File: src/rtl/param_reg_file_pkg.sv
// Shared types and constants for the parametrised architectural register file.
package param_reg_file_pkg;

  typedef enum logic {
    IDLE  = 1'b0,
    CLEAR = 1'b1
  } clr_state_e;

  localparam int unsigned DEF_DATA_W = 32;
  localparam int unsigned DEF_ADDR_W = 4;

  // The top address is aliased to the PC and never stored.
  function automatic int unsigned pc_idx(input int unsigned addr_w);
    return (32'd1 << addr_w) - 32'd1;
  endfunction

endpackage

File: src/rtl/reg_file_clear_fsm.sv
// Clear sequencer: sweeps zeroes through every stored entry after reset or on request,
// and gates architectural writes while the sweep runs.
module reg_file_clear_fsm
  import param_reg_file_pkg::*;
#(
  parameter int unsigned ADDR_W = DEF_ADDR_W,
  parameter int unsigned PC_IDX = pc_idx(ADDR_W)
) (
  input  logic              clk_i,
  input  logic              rst_i,
  input  logic              clr_i,
  output logic              busy_o,
  output logic              clr_we_o,
  output logic [ADDR_W-1:0] clr_addr_o,
  output logic              wr_gate_o
);

  localparam logic [ADDR_W-1:0] LAST_IDX = ADDR_W'(PC_IDX - 1);

  clr_state_e        state_q, state_d;
  logic [ADDR_W-1:0] cptr_q, cptr_d;

  always_ff @(posedge clk_i or posedge rst_i) begin
    if (rst_i) begin
      state_q <= CLEAR;
      cptr_q  <= '0;
    end else begin
      state_q <= state_d;
      cptr_q  <= cptr_d;
    end
  end

  // A CLR request arriving mid-sweep is ignored rather than restarting it.
  always_comb begin
    state_d = state_q;
    cptr_d  = cptr_q;
    unique case (state_q)
      IDLE: begin
        if (clr_i) begin
          state_d = CLEAR;
          cptr_d  = '0;
        end
      end
      CLEAR: begin
        cptr_d = cptr_q + 1'b1;
        if (cptr_q == LAST_IDX) begin
          state_d = IDLE;
        end
      end
    endcase
  end

  assign busy_o     = (state_q == CLEAR);
  assign clr_we_o   = (state_q == CLEAR);
  assign clr_addr_o = cptr_q;
  assign wr_gate_o  = (state_q == IDLE) && !clr_i;

endmodule

File: src/rtl/param_reg_file.sv
// Architectural register file: two registered read ports, one write port,
// PC aliasing on the top address, same-cycle write bypass and hardware clear.
module param_reg_file
  import param_reg_file_pkg::*;
#(
  parameter int unsigned DATA_W = DEF_DATA_W,
  parameter int unsigned ADDR_W = DEF_ADDR_W,
  parameter int unsigned PC_IDX = pc_idx(ADDR_W)
) (
  input  logic              CLK,
  input  logic              RST,
  input  logic [ADDR_W-1:0] A1,
  input  logic [ADDR_W-1:0] A2,
  input  logic [ADDR_W-1:0] A3,
  input  logic [DATA_W-1:0] WD3,
  input  logic              WE3,
  input  logic [DATA_W-1:0] R15,
  input  logic              CLR,
  output logic [DATA_W-1:0] RD1,
  output logic [DATA_W-1:0] RD2,
  output logic              BUSY
);

  localparam logic [ADDR_W-1:0] PC_A = ADDR_W'(PC_IDX);

  logic [DATA_W-1:0] mem_q [PC_IDX];
  logic [DATA_W-1:0] rd1_q, rd1_d;
  logic [DATA_W-1:0] rd2_q, rd2_d;
  logic              busy;
  logic              clr_we;
  logic [ADDR_W-1:0] clr_addr;
  logic              wr_gate;
  logic              wr_acc;

  reg_file_clear_fsm #(
    .ADDR_W (ADDR_W),
    .PC_IDX (PC_IDX)
  ) u_clr_fsm (
    .clk_i      (CLK),
    .rst_i      (RST),
    .clr_i      (CLR),
    .busy_o     (busy),
    .clr_we_o   (clr_we),
    .clr_addr_o (clr_addr),
    .wr_gate_o  (wr_gate)
  );

  assign wr_acc = WE3 && wr_gate && (A3 < PC_A);

  // Storage has no reset; the clear sweep defines its contents.
  always_ff @(posedge CLK) begin
    if (clr_we) begin
      mem_q[clr_addr] <= '0;
    end else if (wr_acc) begin
      mem_q[A3] <= WD3;
    end
  end

  always_comb begin
    rd1_d = '0;
    if (A1 == PC_A) begin
      rd1_d = R15;
    end else if (wr_acc && (A3 == A1)) begin
      rd1_d = WD3;
    end else if (!busy && (A1 < PC_A)) begin
      rd1_d = mem_q[A1];
    end

    rd2_d = '0;
    if (A2 == PC_A) begin
      rd2_d = R15;
    end else if (wr_acc && (A3 == A2)) begin
      rd2_d = WD3;
    end else if (!busy && (A2 < PC_A)) begin
      rd2_d = mem_q[A2];
    end
  end

  always_ff @(posedge CLK or posedge RST) begin
    if (RST) begin
      rd1_q <= '0;
      rd2_q <= '0;
    end else begin
      rd1_q <= rd1_d;
      rd2_q <= rd2_d;
    end
  end

  assign RD1  = rd1_q;
  assign RD2  = rd2_q;
  assign BUSY = busy;

endmodule

File: config.mk
export PLATFORM = sky130hd
export DESIGN_NAME = param_reg_file
export DESIGN_NICKNAME = d
export VERILOG_FILES = /design/src/rtl/param_reg_file_pkg.sv /design/src/rtl/reg_file_clear_fsm.sv /design/src/rtl/param_reg_file.sv
export SDC_FILE = /design/constraint.sdc
export NUM_CORES = 1
export LEC_CHECK = 0
export ABC_AREA = 1
export CAP_MARGIN = 5
export CORE_UTILIZATION = 35
export CTS_CLUSTER_SIZE = 12
export DETAILED_ROUTE_END_ITERATION = 16
export GPL_ROUTABILITY_DRIVEN = 0
export SETUP_SLACK_MARGIN = 0.05
export SLEW_MARGIN = 5
export SYNTH_ARGS = -nofsm -noshare
export SYNTH_HDL_FRONTEND = slang
export SYNTH_SLANG_ARGS = --single-unit
File: constraint.sdc
create_clock -name CLK -period 8.4 [get_ports CLK]
set_input_delay 1.68 -clock CLK [delete_from_list [all_inputs] [get_ports CLK]]
set_output_delay 1.68 -clock CLK [all_outputs]
set_load 0.02 [all_outputs]
Word-level counts from Yosys, hierarchy flattened. Memories as Yosys holds them, arrays and structs flattened. Index checks and enable logic that the tools add are counted.

$add $sub $neg: 1. Multipliers: 0. Div/mod/pow operators: 0. Magnitude comparators: 3. Equality and inequality tests: 6. Shift operators: 0. Multiplexer cells: 19. Bitwise logic cells: 1. Reduce and logical (&&, ||, !) cells: 10.

Operator list (count): 32-bit two-way mux (7); 32-bit OR reduction (1); 4-bit equality test (second input constant) (3); 4-bit less-than comparator (second input constant) (3); 4-bit equality test (2); 1-bit two-way mux (8); 4-bit two-way mux (2); 4-bit case mux with 2 select lines (1); 1-bit logical AND (7); 4-bit by 1-bit adder with 4-bit output (second input constant) (1); 1-bit zero test (2); 2-bit != test (second input constant) (1); 1-bit case mux with 2 select lines (1); 1-bit NOT (1).

Register bits: 69. Latch bits: 0. Memory bits (writable): 480. Memory bits (read-only): 0. Output and inout bits: 65. Logic and storage cells: 45. Memories kept: 1.

Memory list: mem_q (depth 15, width 32, read ports 2, clocked after memory_dff 0, wr ports 1, line param_reg_file.sv:26) `logic [DATA_W-1:0] mem_q [PC_IDX];`.

Depth between registers and ports, before layout. Gate-level depths: netlist of the first run.

Depth in word-level cells: 9. Mapped depth: 11. Mapped depth without buffers: 9.

By module. From an unflattened synthesis of the first run, not the netlist that was laid out.

Cell total of the unflattened synthesis: 3271. Area total of the unflattened synthesis: 27845.5 um^2.

By module, submodules not included: param_reg_file (instances 1, cells each 3238, area an instance 27584.0 um^2, sequential area each 16015.4 um^2); reg_file_clear_fsm (instances 1, cells each 33, area an instance 261.5 um^2, sequential area each 126.4 um^2).

Worst setup path before layout of the first run. No wires, ideal clock.

Path type: input -> register. Start point: input CLR. End point: memory mem_q[10][0] (netlist bit) (enable). Arrival time: 3819 ps. Required time: 7979 ps. Setup slack: 4160 ps. Cell stages on the path: 7. Path buffers: 0. Cells stage by stage: nor2_4 -> nand2_2 -> nor2_8 -> inv_2 -> nand2_1 -> nand3_1 -> nor2_1.

Cells in the longest elaborated chain, start to end: 9. Elaborated cells on any way between the ends: 10. Those cells by class: 5 x mux; 5 x reduce/logical.

RTL lines: start: declaration (line param_reg_file.sv:18) `input logic CLR,`; 1-bit zero test * (line reg_file_clear_fsm.sv:56) `assign wr_gate_o = (state_q == IDLE) && !clr_i;`; 1-bit logical AND * (line reg_file_clear_fsm.sv:56); 1-bit logical AND * (2 in a row) (line param_reg_file.sv:48) `assign wr_acc = WE3 && wr_gate && (A3 < PC_A);`; 1-bit two-way mux * (line param_reg_file.sv:54) `end else if (wr_acc) begin`; 1-bit two-way mux * (line param_reg_file.sv:52) `if (clr_we) begin`; 1-bit two-way mux (implied by the code) * (line param_reg_file.sv:55) `mem_q[A3] <= WD3;`; 32-bit OR reduction (no line); 4-bit two-way mux (no line) or 1-bit two-way mux (tied branches); end: declaration (line param_reg_file.sv:26).

Mark *: on every way between the ends. The rest lies on a longest branch, timed or not.

Final worst setup path of the first run.
Start point: input A3[3]. End point: memory mem_q[9][28] (netlist bit) (enable).

Cells in the longest elaborated chain, start to end: 7. Elaborated cells on any way between the ends: 8. Those cells by class: 1 x order compare; 5 x mux; 2 x reduce/logical.

RTL lines: start: declaration (line param_reg_file.sv:14) `input logic [ADDR_W-1:0] A3,`; 4-bit less-than comparator (line param_reg_file.sv:48); 1-bit logical AND (line param_reg_file.sv:48); 1-bit two-way mux (line param_reg_file.sv:54); 1-bit two-way mux (line param_reg_file.sv:52); 1-bit two-way mux (implied by the code) (line param_reg_file.sv:55); 32-bit OR reduction (no line); 4-bit two-way mux (no line) or 1-bit two-way mux (tied branches).

Parallel ways exist; a longest one is shown, timed or not.

==> summary.md, run 1 <==
| Metric | Value |
|---|---|
| TritonCTS clock tree | `built` |
| Static leakage | `13.3 nW` |
| Terminus of the critical flop-to-flop path | `mem_q[9][28]` |
| Final core utilization | `0.407` |
| Startpoint Class | `primary input` |
| Avg Vias per Cell | `5.38` |
| Total GRT Usage | `0.231` |
| Seq cells post-synth | `549` |
| Peak VDD IR | `0.000174 V` |
| Core area | `77800 um^2` |
| Routed WL | `94600 um` |
| Post-CTS sizing | `0` |
| Slew Limit Headroom | `0.129` |
| Row Count | `102` |
| CTS Buffer Depth | `3` |
| Hold Crit Class | `register to register` |
| Largest net degree at the start of global routing | `189` |
| Distinct cell type count after synthesis | `26` |
| Post-CTS Setup Bufs | `0` |
| Chip width | `283 um` |
| Post-route ant nets | `0` |
| Ys Warns | `0` |
| Vias in the first global route | `22300` |
| Mapped Avg Cell Area | `8.53 um^2` |
| Max Slew Vio Count | `0` |
| Syn nets | `3330` |
| Worst Skew | `28.5 ps` |
| Slew @ Worst Pin | `1300 ps` |
| Hold_buf cts | `0` |
| RSZ-0062 raised after global routing | `no` |
| Worst path max stage delay | `1100 ps` |
| Hold_sp | `u_clr_fsm.clr_addr_o[2]` |
| Layout Cells excl Fill | `4366` |
| Routed length per instance | `21.7 um` |
| Reg2Reg Setup Slack | `5070 ps` |
| Critical Setup Path Class | `primary input to register` |
| CTS H-Tree Depth | `2` |
| Clock sinks | `549` |
| Hold Path End | `u_clr_fsm.busy_o` |
| Fmax | `0.223 GHz` |
| Area Growth Syn to Fin | `14.3%` |
| RR Startpoint | `u_clr_fsm.busy_o` |
| Fillers | `7720` |
| Placed insts | `4260` |
| Final Cycle Share | `0.535` |
| CP Data Required Time | `8620 ps` |
| Starting Density | `0.356` |
| Worst-skew pair later-pin latency | `630 ps` |
| Total gr overflow | `0` |
| Layout Nets | `3361` |
| Final Setup Violations | `0` |
| IO Pins | `145` |
| Cells after Synth | `3248` |
| Cells along the critical path | `clkdlybuf4s50_1, nand2_1, nor2_2, nor2_8, o21ai_0, nand3_1, nor2_4` |
| First-pass GRT wire length | `142000 um` |
| Final min period | `4490 ps` |
| Buffers on Ports | `144` |
| DIE AREA | `80300 um^2` |
| DRT iter0 DRCs | `2658` |
| Status | `finished clean` |
| Root Buffer | `clkbuf_16` |
| Reg clk slew, reported paths | `60 ps` |
| Commonest non-fill, non-tap cell in the layout | `nand2_1` |
| CP Max Fanout | `32` |
| Max Cap Violations | `0` |
| Num CTS Buffers | `57` |
| Drt pass-1 iters | `6` |
| Initial antenna violation count | `4` |
| Cell area after synthesis | `27700 um^2` |
| Remaining DRCs | `0` |
| Most frequent cells in the layout | `nand2_1 (1186), nand3_1 (711), edfxtp_1 (480)` |
| R2R cell count | `6` |
| Final hold viol count | `0` |
| CP arrival | `4710 ps` |
| CP endpoint kind | `register` |
| Via count | `23500` |
| Slowest stage cell on the critical path | `nor2_4` |
| PD cells | `253 nW/um^2` |
| Die H | `283 um` |
| Hold path depth | `1` |
| Proportion of layout cells with a drive suffix above 1 | `0.0493` |
| Part of the Yosys area used for sequential elements | `0.582` |
| Setup TNS | `0 ps` |
| DP HPWL | `52500 um` |
## cell families (layout without fill, tap and decap cells)
family | after synthesis | count (layout) | share of synthesized area
AND/OR/NAND/NOR | 2023 | 2023 | 0.308
flip-flops | 549 | 549 | 0.582
buffers and inverters | 467 | 544 | 0.0708
AO/OA/AOI/OAI | 205 | 205 | 0.0374
adder cells (fa/ha/maj) | 2 | 2 | 0.000903
XOR/XNOR | 2 | 2 | 0.000632
other | 0 | 1 | 0
## where the power goes
group / leakage [nW] / internal, W / total, W / switching (W)
logic: 7.02 / 0.000484 / 0.00180 / 0.00132
clock network: 0.865 / 0.00137 / 0.00245 / 0.00109
registers: 5.45 / 0.00358 / 0.00378 / 0.000199
## registers in the layout, summed over array words and instances (netlist names)
name                  cells
u_clr_fsm.clr_addr_o      4
RD1                      32
u_clr_fsm.busy_o          1
mem_q                   480
RD2                      32
## synth_stat cells
| library cell | n | area (um^2) |
|---|---|---|
| a21oi_1 | 189 | 946 |
| a41oi_1 | 1 | 8.76 |
| and2_1 | 2 | 12.5 |
| buf_1 | 27 | 101 |
| buf_2 | 123 | 616 |
| buf_4 | 15 | 113 |
| clkbuf_1 | 50 | 188 |
| dfrtp_1 | 68 | 1700 |
| dfstp_2 | 1 | 26.3 |
| edfxtp_1 | 480 | 14400 |
| ha_1 | 2 | 25.0 |
| inv_1 | 239 | 897 |
| inv_2 | 13 | 48.8 |
| nand2_1 | 1186 | 4450 |
| nand2_2 | 1 | 6.26 |
| nand3_1 | 711 | 3560 |
| nand3_2 | 2 | 20.0 |
| nand4_1 | 2 | 12.5 |
| nor2_1 | 116 | 435 |
| nor2_2 | 1 | 6.26 |
| nor2_4 | 1 | 11.3 |
| nor2_8 | 1 | 20.0 |
| o21ai_0 | 13 | 65.1 |
| o21ai_2 | 2 | 17.5 |
| xnor2_1 | 1 | 8.76 |
| xor2_1 | 1 | 8.76 |
## stage by stage
stage | power (W) | hold WS (ps) | setup slack [ps] | cell area [um^2]
final | 0.00803 | 589 | 3910 | 31700
after floorplan | 0.00481 | 491 | 4160 | 27700
after global routing | 0.00835 | 626 | 3850 | 31700
after CTS | 0.00803 | 592 | 4100 | 31700
after detailed placement | 0.00560 | 579 | 3450 | 29900
after global placement | 0.00559 | 544 | 3490 | 29900
## worst max-delay path by stage
stage	from	to	slack, ps	depth (start not counted)
3_3_place_gp	A3[3]	mem_q[6][24]	3490	8
6_report	A3[3]	mem_q[9][28]	3910	7
4_1_cts	A3[3]	mem_q[9][31]	4100	7
2_1_floorplan	CLR	mem_q[10][0]	4160	7
3_5_place_dp	A3[3]	mem_q[9][31]	3450	7
5_1_grt	A3[3]	mem_q[9][0]	3850	7
## critical path: cells and delay by family
kind                   cells  cell delay, ps
AND/OR/NAND/NOR            5            1960
AO/OA/AOI/OAI              1             450
buffers and inverters      1             610
## layout make-up
type	count	area, um^2	share of cell area
clock buffers	94	1690	0.0532
clock inverters	11	78.8	0.00249
flip-flops and latches	549	16100	0.509
multi-input cells	2232	9730	0.307
repair buffers	187	1780	0.0561
inverters	252	967	0.0305
well taps	1040	1300	0.0411
diodes	1	2.50	0.0000790
## routing by layer
| layer | vias to the layer above | GRT usage | wire (um) |
|---|---|---|---|
| met5 | - | 0 | 42 |
| met4 | 6 | 0.0774 | 2710 |
| met3 | 177 | 0.0521 | 10100 |
| met2 | 1231 | 0.354 | 42300 |
| met1 | 11200 | 0.322 | 39500 |
| li1 | 10800 | - | - |
Power figures use the tool's default switching activity.
==> run 2, diff against run 1 <==
- clock period: 8.4 -> 3.8 ns (I/O delays scaled with it)
==> run 2 against run 1 <==
Worst hold slack got worse by 61 ps. Register-to-register slack got worse by 3900 ps. Non-clock buffer count rose by 46. Setup slack got worse by 3100 ps. Clock skew rose by 20 ps. Sequential share of layout area fell by 1.1 points.
==> summary.md, run 2 (synthesized netlist as in run 1, its figures left out) <==
| Metric | Value |
|---|---|
| Ant. Diodes | `0 (-1)` |
| Clock sinks | `549 (unchanged)` |
| Buffers on Ports | `144 (unchanged)` |
| Hold_buf cts | `0 (unchanged)` |
| Total GRT Usage | `0.231 (-0.000505)` |
| CTS Buffer Depth | `3 (unchanged)` |
| CP delay by family, top | `buffers and inverters` |
| Fillers | `7631 (-1.2%)` |
| DIE AREA | `80300 um^2 (unchanged)` |
| CP startpoint | `A2[0]` |
| Post-CTS sizing | `0 (unchanged)` |
| Hold Crit Class | `primary input to async pin` |
| RSZ-0062 raised after global routing | `no` |
| First-pass GRT wire length | `141000 um (-0.30%)` |
| Die H | `283 um (unchanged)` |
| Layout Cells excl Fill | `4410 (+1.0%)` |
| Largest net degree at the start of global routing | `179 (-5.3%)` |
| Worst-skew pair later-pin latency | `650 ps (+20 ps)` |
| R2R cell count | `7 (+1)` |
| Fmax | `0.338 GHz` |
| RR Startpoint | `u_clr_fsm.busy_o` |
| Num CTS Buffers | `56 (-1.8%)` |
| Setup TNS | `0 ps (unchanged)` |
| Avg Vias per Cell | `5.33 (-0.87%)` |
| Root Buffer | `clkbuf_16` |
| CP arrival | `3470 ps (-1240 ps)` |
| Final min period | `2960 ps` |
| Starting Density | `0.356 (unchanged)` |
| Final hold viol count | `0 (unchanged)` |
| Commonest non-fill, non-tap cell in the layout | `nand2_1` |
| DP HPWL | `51500 um (-2.0%)` |
| PD cells | `559 nW/um^2 (+120%)` |
| Most frequent cells in the layout | `nand2_1 (1186), nand3_1 (711), edfxtp_1 (480)` |
| Initial antenna violation count | `2 (-2)` |
| Static leakage | `13.7 nW (+2.6%)` |
| Final Total Pwr | `0.0181 W (+130%)` |
| Status | `finished clean` |
| Remaining DRCs | `0 (unchanged)` |
| CP Max Fanout | `178 (+460%)` |
| Final worst setup slack | `839 ps (-3070 ps)` |
| Area Growth Syn to Fin | `16.7%` |
| Total gr overflow | `0 (unchanged)` |
| CP Data Required Time | `4310 ps (-4310 ps)` |
| Drt pass-1 iters | `8 (+2)` |
| IO Pins | `145 (unchanged)` |
| Critical Setup Path Class | `primary input to register` |
| Final Setup Violations | `0 (unchanged)` |
| Pre-CTS setup slack | `352 ps (-3100 ps)` |
| Reg clk slew, reported paths | `60 ps (about the same)` |
| Cell depth of the worst setup path | `7 (unchanged)` |
| Max Cap Violations | `0 (unchanged)` |
| Vias in the first global route | `22600 (+1.1%)` |
| Reg2Reg Setup Slack | `1210 ps (-3860 ps)` |
| CP endpoint kind | `register` |
| Peak VDD IR | `0.000367 V (+110%)` |
| Post-route ant nets | `0 (unchanged)` |
| Proportion of layout cells with a drive suffix above 1 | `0.0620 (+0.0127)` |
| Slew @ Worst Pin | `1260 ps (-47.3 ps)` |
| Layout Nets | `3406 (+1.3%)` |
| Final Cycle Share | `0.779` |
| Worst Skew | `48.5 ps (+20.0 ps)` |
| Row Count | `102 (unchanged)` |
| Slowest stage cell on the critical path | `buf_12` |
| DRT iter0 DRCs | `2647 (-0.41%)` |
| Core area | `77800 um^2 (unchanged)` |
| Largest register FFs | `480 (unchanged)` |
| Hold slack | `528 ps (-61.2 ps)` |
| Chip width | `283 um (unchanged)` |
| Buf/Inv on CP | `2 (+1)` |
| Cells along the critical path | `buf_6, buf_12, o21ai_0, o21ai_0, nand3_1, nand3_1, nand2_1` |
| Slew Limit Headroom | `0.159 (+0.0305)` |
| Reg with most FFs | `mem_q` |
| Startpoint Class | `primary input` |
| Placed insts | `4306 (+1.1%)` |
| Worst path max stage delay | `570 ps (-530 ps)` |
| Routed WL | `94400 um (-0.21%)` |
| Via count | `23500 (+0.13%)` |
| Max Slew Vio Count | `0 (unchanged)` |
| TritonCTS clock tree | `built` |
| Routed length per instance | `21.4 um (-1.2%)` |
| Post-CTS Setup Bufs | `0 (unchanged)` |
| CTS H-Tree Depth | `2 (unchanged)` |
-- run 2: cell types whose count changed in the layout (fill, tap and decap cells not counted) --
cell | previous run | this run
buf_12 | 2 | 24
diode_2 | 1 | 0
clkinvlp_4 | 0 | 1
inv_16 | 1 | 0
clkinv_16 | 0 | 1
clkbuf_8 | 10 | 9
clkbuf_16 | 58 | 57
buf_4 | 43 | 67
clkinv_2 | 8 | 5
bufinv_16 | 0 | 3
-- run 2: area by class of cell --
cell class                      instances  area (um^2)  area share
Clock inverter                         12          171     0.00530
Sequential cell                       549        16100       0.499
Multi-Input combinational cell       2232         9730       0.301
Tap cell                             1040         1300      0.0402
Timing Repair Buffer                  233         2400      0.0741
Inverter                              252          967      0.0299
Clock buffer                           92         1650      0.0509
-- run 2: power breakdown --
part / switching (W) / internal (W)
combinational: 0.00294 / 0.00125
sequential: 0.000447 / 0.00789
clock: 0.00240 / 0.00316
total: 0.00579 / 0.0123
-- run 2: final timing paths --
check | endpoint
max in group asynchronous | u_clr_fsm.busy_o
max | RD2[4]
min in group CLK | u_clr_fsm.busy_o
min reg2reg | u_clr_fsm.busy_o
min | RD1[23]
max reg2reg | mem_q[9][19]
-- run 2: per-stage QoR --
stage | area [um^2] | utilization
6_report | 32400 | 0.416
5_1_grt | 32400 | 0.416
4_1_cts | 32400 | 0.416
3_5_place_dp | 30500 | 0.392
3_3_place_gp | 30500 | 0.392
2_1_floorplan | 27700 | -
-- run 2: layer usage --
layer  wire, um  global-route usage  up-vias
met4       3370              0.0909        4
met3       8080              0.0379      213
li1           -                   -    10900
met5         25                   0        -
met1      39500               0.313    11200
met2      43400               0.368     1143
